===== src/rtl/alu_mul_seq_if.sv =====
// Bus bundle between the shift-and-add multiplier sequencer and its user.
// It carries the start/ready/done handshake, the kill input and the
// shared-ALU request/grant/operand/result path.
interface alu_mul_seq_if #(
  parameter int WIDTH = 32
);
  logic             start;
  logic [WIDTH-1:0] op_a;
  logic [WIDTH-1:0] op_b;
  logic             kill;
  logic             ready;
  logic             done;
  logic [WIDTH-1:0] result;
  logic             alu_req;
  logic             alu_gnt;
  logic [2:0]       alu_ctrl;
  logic [WIDTH-1:0] alu_op1;
  logic [WIDTH-1:0] alu_op2;
  logic [WIDTH-1:0] alu_result;

  // Requester / ALU-arbiter side.
  modport master (
    output start, op_a, op_b, kill, alu_gnt, alu_result,
    input  ready, done, result, alu_req, alu_ctrl, alu_op1, alu_op2
  );

  // Multiplier sequencer side.
  modport slave (
    input  start, op_a, op_b, kill, alu_gnt, alu_result,
    output ready, done, result, alu_req, alu_ctrl, alu_op1, alu_op2
  );
endinterface


===== src/rtl/alu_mul_seq.sv =====
// Multi-cycle shift-and-add multiplier that borrows the execute-stage ALU
// adder.
// - Each granted RUN cycle adds mcand into acc through the ALU, but only when
//   the current multiplier bit is set.
// - It then shifts mcand left and mplier right.
// - The output is the low WIDTH bits of op_a*op_b.
module alu_mul_seq #(
  parameter int WIDTH      = 32,
  parameter int EARLY_EXIT = 0
) (
  input  logic         clk,
  input  logic         reset,
  alu_mul_seq_if.slave bus
);

  localparam int             CW       = $clog2(WIDTH) + 1;
  localparam logic [CW-1:0]  LAST_CNT = CW'(WIDTH - 1);

  typedef enum logic [1:0] {
    S_IDLE = 2'd0,
    S_RUN  = 2'd1,
    S_DONE = 2'd2
  } state_t;

  state_t           state;
  state_t           state_nxt;
  logic [WIDTH-1:0] acc;
  logic [WIDTH-1:0] mcand;
  logic [WIDTH-1:0] mplier;
  logic [WIDTH-1:0] result_q;
  logic [CW-1:0]    cnt;

  logic accept;
  logic step;
  logic last_step;
  logic deliver;

  // A start is taken only in IDLE. A same-cycle kill drops it.
  assign accept    = (state == S_IDLE) && bus.start && !bus.kill;
  // The datapath advances only on a granted RUN cycle that is not being flushed.
  assign step      = (state == S_RUN) && bus.alu_gnt && !bus.kill;
  // This is the final iteration: either all WIDTH bits are consumed, or the
  // early-exit option is on and no set multiplier bits remain.
  assign last_step = (cnt == LAST_CNT) ||
                     ((EARLY_EXIT != 0) && ((mplier >> 1) == {WIDTH{1'b0}}));
  // DONE delivers a result unless it is flushed or reset in that same cycle.
  assign deliver   = (state == S_DONE) && !bus.kill && !reset;

  // State register with synchronous reset.
  always_ff @(posedge clk) begin
    if (reset) begin
      state <= S_IDLE;
    end else begin
      state <= state_nxt;
    end
  end

  // Next-state decode: IDLE -> RUN -> DONE -> IDLE. kill flushes back to IDLE.
  always_comb begin
    state_nxt = state;
    case (state)
      S_IDLE: begin
        if (accept) begin
          state_nxt = S_RUN;
        end else begin
          state_nxt = S_IDLE;
        end
      end
      S_RUN: begin
        if (bus.kill) begin
          state_nxt = S_IDLE;
        end else if (bus.alu_gnt && last_step) begin
          state_nxt = S_DONE;
        end else begin
          state_nxt = S_RUN;
        end
      end
      S_DONE: begin
        state_nxt = S_IDLE;
      end
      default: begin
        state_nxt = S_IDLE;
      end
    endcase
  end

  // Operand load, the shift-and-add iteration, and result capture.
  always_ff @(posedge clk) begin
    if (reset) begin
      acc      <= {WIDTH{1'b0}};
      mcand    <= {WIDTH{1'b0}};
      mplier   <= {WIDTH{1'b0}};
      cnt      <= {CW{1'b0}};
      result_q <= {WIDTH{1'b0}};
    end else begin
      if (accept) begin
        acc    <= {WIDTH{1'b0}};
        mcand  <= bus.op_a;
        mplier <= bus.op_b;
        cnt    <= {CW{1'b0}};
      end else if (step) begin
        if (mplier[0]) begin
          acc <= bus.alu_result;
        end
        mcand  <= mcand << 1;
        mplier <= mplier >> 1;
        cnt    <= cnt + CW'(1);
      end
      if (deliver) begin
        result_q <= acc;
      end
    end
  end

  assign bus.ready    = (state == S_IDLE);
  assign bus.done     = deliver;
  // The product is shown straight from acc during DONE. That way result is
  // valid in the same cycle as done; afterwards the held register drives it.
  assign bus.result   = deliver ? acc : result_q;
  assign bus.alu_req  = (state == S_RUN);
  assign bus.alu_ctrl = 3'b000;
  assign bus.alu_op1  = acc;
  assign bus.alu_op2  = mcand;

endmodule


===== src/flat_wrapper.sv =====
// flat-port wrapper written by rule: the top's interface ports become plain ports
module alu_mul_seq_flat 
#(
  parameter int WIDTH      = 32,
  parameter int EARLY_EXIT = 0
)
  (clk, reset, bus_start, bus_op_a, bus_op_b, bus_kill, bus_alu_gnt, bus_alu_result, bus_ready, bus_done, bus_result, bus_alu_req, bus_alu_ctrl, bus_alu_op1, bus_alu_op2);
  alu_mul_seq_if #(.WIDTH(WIDTH)) bus_i ();
  input  logic clk;
  input  logic reset;
  input wire logic [$bits(bus_i.start)-1:0] bus_start;
  input wire logic [$bits(bus_i.op_a)-1:0] bus_op_a;
  input wire logic [$bits(bus_i.op_b)-1:0] bus_op_b;
  input wire logic [$bits(bus_i.kill)-1:0] bus_kill;
  input wire logic [$bits(bus_i.alu_gnt)-1:0] bus_alu_gnt;
  input wire logic [$bits(bus_i.alu_result)-1:0] bus_alu_result;
  output wire logic [$bits(bus_i.ready)-1:0] bus_ready;
  output wire logic [$bits(bus_i.done)-1:0] bus_done;
  output wire logic [$bits(bus_i.result)-1:0] bus_result;
  output wire logic [$bits(bus_i.alu_req)-1:0] bus_alu_req;
  output wire logic [$bits(bus_i.alu_ctrl)-1:0] bus_alu_ctrl;
  output wire logic [$bits(bus_i.alu_op1)-1:0] bus_alu_op1;
  output wire logic [$bits(bus_i.alu_op2)-1:0] bus_alu_op2;
  assign bus_i.start = bus_start;
  assign bus_i.op_a = bus_op_a;
  assign bus_i.op_b = bus_op_b;
  assign bus_i.kill = bus_kill;
  assign bus_i.alu_gnt = bus_alu_gnt;
  assign bus_i.alu_result = bus_alu_result;
  assign bus_ready = bus_i.ready;
  assign bus_done = bus_i.done;
  assign bus_result = bus_i.result;
  assign bus_alu_req = bus_i.alu_req;
  assign bus_alu_ctrl = bus_i.alu_ctrl;
  assign bus_alu_op1 = bus_i.alu_op1;
  assign bus_alu_op2 = bus_i.alu_op2;
  alu_mul_seq #(.WIDTH(WIDTH), .EARLY_EXIT(EARLY_EXIT)) u_core (.clk(clk), .reset(reset), .bus(bus_i));
endmodule

===== config.mk =====
export PLATFORM = sky130hd
export DESIGN_NAME = alu_mul_seq_flat
export DESIGN_NICKNAME = d
export VERILOG_FILES = /design/src/rtl/alu_mul_seq_if.sv /design/src/rtl/alu_mul_seq.sv /design/src/flat_wrapper.sv
export SDC_FILE = /design/constraint.sdc
export NUM_CORES = 1
export LEC_CHECK = 0
export CAP_MARGIN = 20
export CORE_MARGIN = 5
export CORE_UTILIZATION = 40
export CTS_CLUSTER_DIAMETER = 100
export DETAILED_ROUTE_END_ITERATION = 8
export PLACE_DENSITY = 0.76
export SLEW_MARGIN = 15
export SYNTH_ARGS = -nofsm -noshare
export SYNTH_HDL_FRONTEND = slang
export SYNTH_SLANG_ARGS = --single-unit

===== constraint.sdc =====
create_clock -name clk -period 1.5 [get_ports clk]
set_input_delay 0.15 -clock clk [delete_from_list [all_inputs] [get_ports clk]]
set_output_delay 0.15 -clock clk [all_outputs]
set_load 0.1 [all_outputs]

==> results.cfg, run 1 <==
[run_status]
status = finished with violations
violations = setup timing

[global_route]
overflow = 0
use_met1_pct = 31.56
use_met2_pct = 51.52
gr-max-usage-layer = met2
grt_pass1_wl_microns = 36070
use_met3_pct = 6.417
grt.total_usage_pct = 28.11
grt_max_degree = 40
grt_pass1_vias = 6386
grt_antenna_before_repair = 0

[floorplan]
initial_core_util_pct = 40.57
fp.dieH_microns = 128.2
row_count = 43
dieArea_sq_um = 16430
ios = 203
die_w_microns = 128.2
coreArea_sq_um = 13770

[clock_tree]
clk_pin_slew_worst_paths_ns = 0.06
h-tree-depth = 4
cts_tree = done
cts_buffers = 17
clock_path_buffers = 2
cts_hold_buf = 0
clock_latency_ns = 0.42
cts.sinks = 136
root_buffer = clkbuf_16

[timing]
drv_slew = 0
fin_crit_sh_pct = 138.7
rsz0062_at_grt = true
skew_ns = 0.007302
setup_viol = 170
max_freq_ghz = 0.4808
fin_ws_ns = -0.5798
fin_crit_ns = 2.080
worst_hold_slack_ns = 0.3111
hold_viol = 0

[logic_synthesis]
synth_edf_count = 0
syn-instance-count = 626
synthXorXnorAreaFrac_pct = 0.1567
synth_top_family_by_area = compound AO/OA/AOI/OAI gates
yosys.area_share.simple_pct = 17.55
synth_compound_area_share_pct = 19.86
ys_top_cells_by_area = dfxtp_1 49%, nand3_1 6.3%, a21oi_1 6.2%
synth-seq-cells = 136
ys_types = 37
synth-adder-area-share_pct = 0.2239
synthMuxAreaShare_pct = 6.807
yosysSeqAreaShare_pct = 48.72
yosys.area.top_type_share_pct = 48.72
yosysWarnings = 0
avgSynthCellArea_sq_um = 8.926
synth-main-ff-cell = dfxtp_1
synth_top_area_cell = dfxtp_1
syn_area_sq_um = 5588
async_flop_share_pct = 0

[setup_path]
cp-start-kind = flop
crit_buf_inv = 3
arrival_ns = 1.93
path_depth = 5
crit_path_top_delay_cell = dfxtp_2
crit_family = buffers and inverters
critPathMaxFanout = 8
path_cells = nor4b_4, buf_6, clkbuf_16, mux2_4, buf_12
crit_required_ns = 1.35
crit_type = flop to output port
reg2reg_slack_ns = -0.51
r2r_cells = 9
slowest_delay_ns = 0.35
endpoint_kind = output port

[route]
drc = 0
vias = 6067
postRouteAntennaNets = 0
drt-total-wl_microns = 25430
dr.pass1.iters = 7
drt-initial-drc-count = 561
viasPerCell = 5.800
wl_per_cell_microns = 24.32

[power_and_ir_drop]
powerDensity_nw_per_um2 = 893.3
power_mw = 10.23
peakVddDrop_mv = 0.8352
p_leak_nw = 4.022

[placed_design]
dp_hpwl_microns = 12100
gp_congestion = 0.7693
io_buffers = 199
placedCellCount = 977
pre_cts_slack_ns = -0.5289

[finish]
diodes = 0
layout.cells.non_filler = 1046
drive_gt1_share_pct = 46.07
area_growth_pct = 104.9
final_util_pct = 83.13
layout.nets = 955

[min_path]
hold_path.class = input port to flop
whs_path_depth = 3

[flow_run]
max_cap_violations = 0
-- cell families after synthesis --
logic type	Yosys count
flip-flops	136
adder cells (fa/ha/maj)	1
AND/OR/NAND/NOR	188
other	1
multiplexers	34
XOR/XNOR	1
AO/OA/AOI/OAI	197
buffers and inverters	68
-- metrics by stage --
step	cell area [sq um]	TNS [ns]
after floorplan	5764	-17.17
after global placement	9027	-69.18
after detailed placement	9027	-74.59
after CTS	11040	-64.29
after global routing	11450	-65.71
final	11450	-58.84
-- Yosys cell counts (2+ instances only) --
master and instances:
nand2_1 67, o21ai_0 64, or3_1 2, mux2_1 3, dfxtp_1 136, nand3_1 70, buf_4 8, buf_1 2
buf_2 13, a22oi_1 32, buf_6 9, nor2_1 2, and2_1 33, a21oi_1 69, clkbuf_1 33, mux2i_1 2
a31oi_1 30, nor4b_4 2, mux2_2 29, inv_1 3
-- worst paths after layout --
| kind | start | end |
|---|---|---|
| max | u_core.state[0] | bus_result[16] |
| min | bus_alu_result[31] | u_core.bus.alu_op1[31] |
| max reg2reg | u_core.state[1] | u_core.mplier[7] |
| min reg2reg | u_core.mplier[11] | u_core.mplier[10] |
-- cell usage in the layout, fill, tap and decap left out, drive strengths merged, types with 2 or more instances in the layout --
cell and count:
buf 169, clkinv 6, clkdlybuf4s50 100, conb 3, clkinvlp 2, mux2 32, clkbuf 20, nand2 68
mux2i 2, bufinv 4, inv 5, nand3 70, o21ai 64, or3 2, a21oi 70, dfxtp 136
nor4b 2, a22oi 32, a31oi 30, nor2 2, and2 33
-- worst min-delay path, cell delays in order --
cell             delay [ns]
clkdlybuf4s50_1        0.40
nand3_1                0.09
a21oi_2                0.05
-- repair_timing --
item | in CTS | in global routing
gates resized for setup | 170 | 101
endpoints found under the setup margin | 166 | 169
cloned | 19 | 2
hold endpoints to repair | 0 | 0
pin swaps | 38 | 13
buffers inserted | 21 | 3
-- per-layer routing --
metal	part of all wire (%)	wire, microns
met5	0	0
met4	3.6	913
met3	6.5	1660
met2	54	13620
met1	36	9243
-- power by group --
group | switching [mW] | total (mW) | internal, mW
logic | 0.990 | 1.83 | 0.844
clock network | 1.71 | 4.55 | 2.84
registers | 0.121 | 3.84 | 3.72
total | 2.82 | 10.2 | 7.40
-- flip-flops by register name, summed over array words and instances (netlist names) --
| register | cells |
|---|---|
| u_core.state | 2 |
| u_core.bus.alu_op2 | 32 |
| u_core.bus.alu_op1 | 32 |
| u_core.mplier | 32 |
| u_core.result_q | 32 |
| u_core.cnt | 6 |
-- layout make-up --
class,count,area [sq um]
Multi-Input combinational cell,424,3602
Clock buffer,18,439.2
Timing Repair Buffer,271,4245
Tap cell,180,225.2
Clock inverter,14,197.7
Sequential cell,136,2729
Inverter,3,11.26
Fill cell,700,2323
(Power assumes the default switching activity.)
==> run 2: changes to the inputs <==
ABC_AREA = 1   (was not set)
CORE_UTILIZATION = 41   (was 40)
==> results.cfg, run 2 <==
[logic_synthesis]
synth-adder-area-share_pct = 0.2081
synthMostInstantiatedCell = nor2_1
async_flop_share_pct = 0
synth_edf_count = 0
yosysWarnings = 0
yosysSeqAreaShare_pct = 45.28
synth_compound_area_share_pct = 10.82
synthXorXnorAreaFrac_pct = 0.1457
yosys.area_share.simple_pct = 29.30
avgSynthCellArea_sq_um = 6.711
synth_top_area_cell = dfxtp_1
syn-instance-count = 896
synth_commonest_cells = 218 x nor2_1, 138 x inv_1, 136 x dfxtp_1
ys_types = 23
yosys.area.top_type_share_pct = 45.28
synth-main-ff-cell = dfxtp_1
ys_top_cells_by_area = dfxtp_1 45%, nor2_1 14%, nand3_1 9.0%
synth-seq-cells = 136
syn_area_sq_um = 6013
synth_top_family_by_area = simple AND/OR/NAND/NOR gates
synthMuxAreaShare_pct = 0

[timing]
fin_crit_ns = 2.013
max_freq_ghz = 0.4967
rsz0062_at_grt = true
drv_slew = 0
tightestPinTransition_ns = 1.067
setup_viol = 36
fin_crit_sh_pct = 134.2
max_slew_margin_pct = 28.87
hold_viol = 0
skew_ns = 0.005310
fin_ws_ns = -0.5133

[placed_design]
dp_hpwl_microns = 13080
pre_cts_slack_ns = -0.3548
io_buffers = 199
gp_congestion = 0.7954

[global_route]
grt_max_degree = 96
grt_antenna_before_repair = 0
overflow = 0
gr-max-usage-layer = met2
grt_pass1_wl_microns = 32130
use_met3_pct = 8.869
grt_pass1_vias = 6372
use_met2_pct = 37.90
grt.total_usage_pct = 22.58
use_met1_pct = 26.39

[clock_tree]
clock_latency_ns = 0.42
cts_buffers = 17
h-tree-depth = 4
clk_pin_slew_worst_paths_ns = 0.06
cts_hold_buf = 0
cts_tree = done
root_buffer = clkbuf_16
cts.sinks = 136
clock_path_buffers = 2

[power_and_ir_drop]
peakVddDrop_mv = 0.6045
p_leak_nw = 4.328
powerDensity_nw_per_um2 = 850.5

[finish]
area_growth_pct = 86.35
layout_commonest_cell = nor2_1
diodes = 0
drive_gt1_share_pct = 30.51
layout.nets = 1233
final_util_pct = 77.39
final_cell_mix = 213 x nor2_1, 109 x buf_12, 105 x inv_1, 105 x nand3_1, 102 x dfxtp_1
nFillCells = 932

[floorplan]
initial_core_util_pct = 41.53
coreArea_sq_um = 14480
row_count = 44
fp.dieH_microns = 131.1
die_w_microns = 131.1
ios = 203
dieArea_sq_um = 17190

[route]
vias = 6531
drt-total-wl_microns = 20710
drc = 0
dr.pass1.iters = 4
drt-initial-drc-count = 419
viasPerCell = 4.918
wl_per_cell_microns = 15.59
postRouteAntennaNets = 0

[setup_path]
crit_buf_inv = 4
crit_path_top_delay_cell = dfxtp_4
slowest_delay_ns = 0.35
endpoint_kind = output port
crit_required_ns = 1.35
crit_type = flop to output port
critPathMaxFanout = 8
path_common_cell = buf_12
arrival_ns = 1.86
crit_family = buffers and inverters
cp-start-kind = flop
path_cells = nor2_4, nand3_4, buf_6, buf_12, o21ai_4, clkinvlp_4, buf_12

[flow_run]
max_cap_violations = 0

[min_path]
hold_path.class = input port to flop

[run_status]
status = finished with violations
violations = setup timing
## run 2: cell types whose count changed in the layout (fill, tap and decap cells not counted), moves of 29 or more
cell        previous run  this run
a21oi_1                3        39
and2_1                33         0
nor2_1                 0       213
mux2_4                32         0
a22oi_1               32         0
clkinvlp_4             2        34
inv_1                  2       105
nand3_1               34       105
a21oi_2               59         1
dfxtp_1              131       102
## run 2: final cells by class
type                            count  area (sq um)  area share, %
Timing Repair Buffer              274          3902          34.83
Multi-Input combinational cell    562          3053          27.24
Sequential cell                   136          2770          24.72
Inverter                          140         648.1          5.784
Clock buffer                       22         484.2          4.321
Tap cell                          184         230.2          2.054
Clock inverter                     10         117.6          1.050
## run 2: through the flow
stage	setup TNS [ns]	instance area [sq um]	hold slack, ns	power (mW)	instances
global placement	-32.46	10010	0.4597	5.247	1272
detailed placement	-35.22	10010	0.4693	5.265	1272
global route	-19.19	11210	0.2029	9.886	1328
finish	-15.60	11210	0.1837	9.530	1328
CTS	-15.80	10910	0.1589	9.489	1317
floorplan	-13.80	6660	0.3076	4.641	898
## run 2: tightest hold or removal path: stages
cell,delay (ns)
buf_4,0.09
inv_2,0.07
buf_4,0.17
nand2_1,0.06
inv_1,0.03
## run 2: worst paths after layout
check / from / endpoint / slack, ns / cells after the start
worst max register to register: u_core.state[0] / u_core.result_q[18] / -0.12 / 9
worst min register to register: u_core.mplier[31] / u_core.mplier[31] / 0.48 / 2
worst max-delay path: u_core.state[0] / bus_result[22] / -0.51 / 7
worst min-delay path: reset / u_core.bus.alu_op2[31] / 0.18 / 5
## run 2: timing repair
action	CTS	global route
resized for setup	36	36
setup endpoints to repair	34	127
cloned	4	8
setup buffers	9	6
pin swaps	6	16
## run 2: logic make-up after synthesis
kind of cell / count (synthesis)
buf+inv: 202
xor+xnor: 1
simple gates: 425
fa+ha+maj: 1
flops: 136
compound gates: 130
other cells: 1
## run 2: power by group
part,switching (mW),internal (mW)
sequential,0.0637,3.70
clock,1.60,2.62
combinational,0.883,0.655
total,2.55,6.98
## run 2: metal layers
layer  vias to the layer above  part of all wire [%]
li1                       3247                     -
met1                      3034                    39
met2                       214                    51
met3                        36                   8.2
met4                         0                   2.1
met5                         -                     0
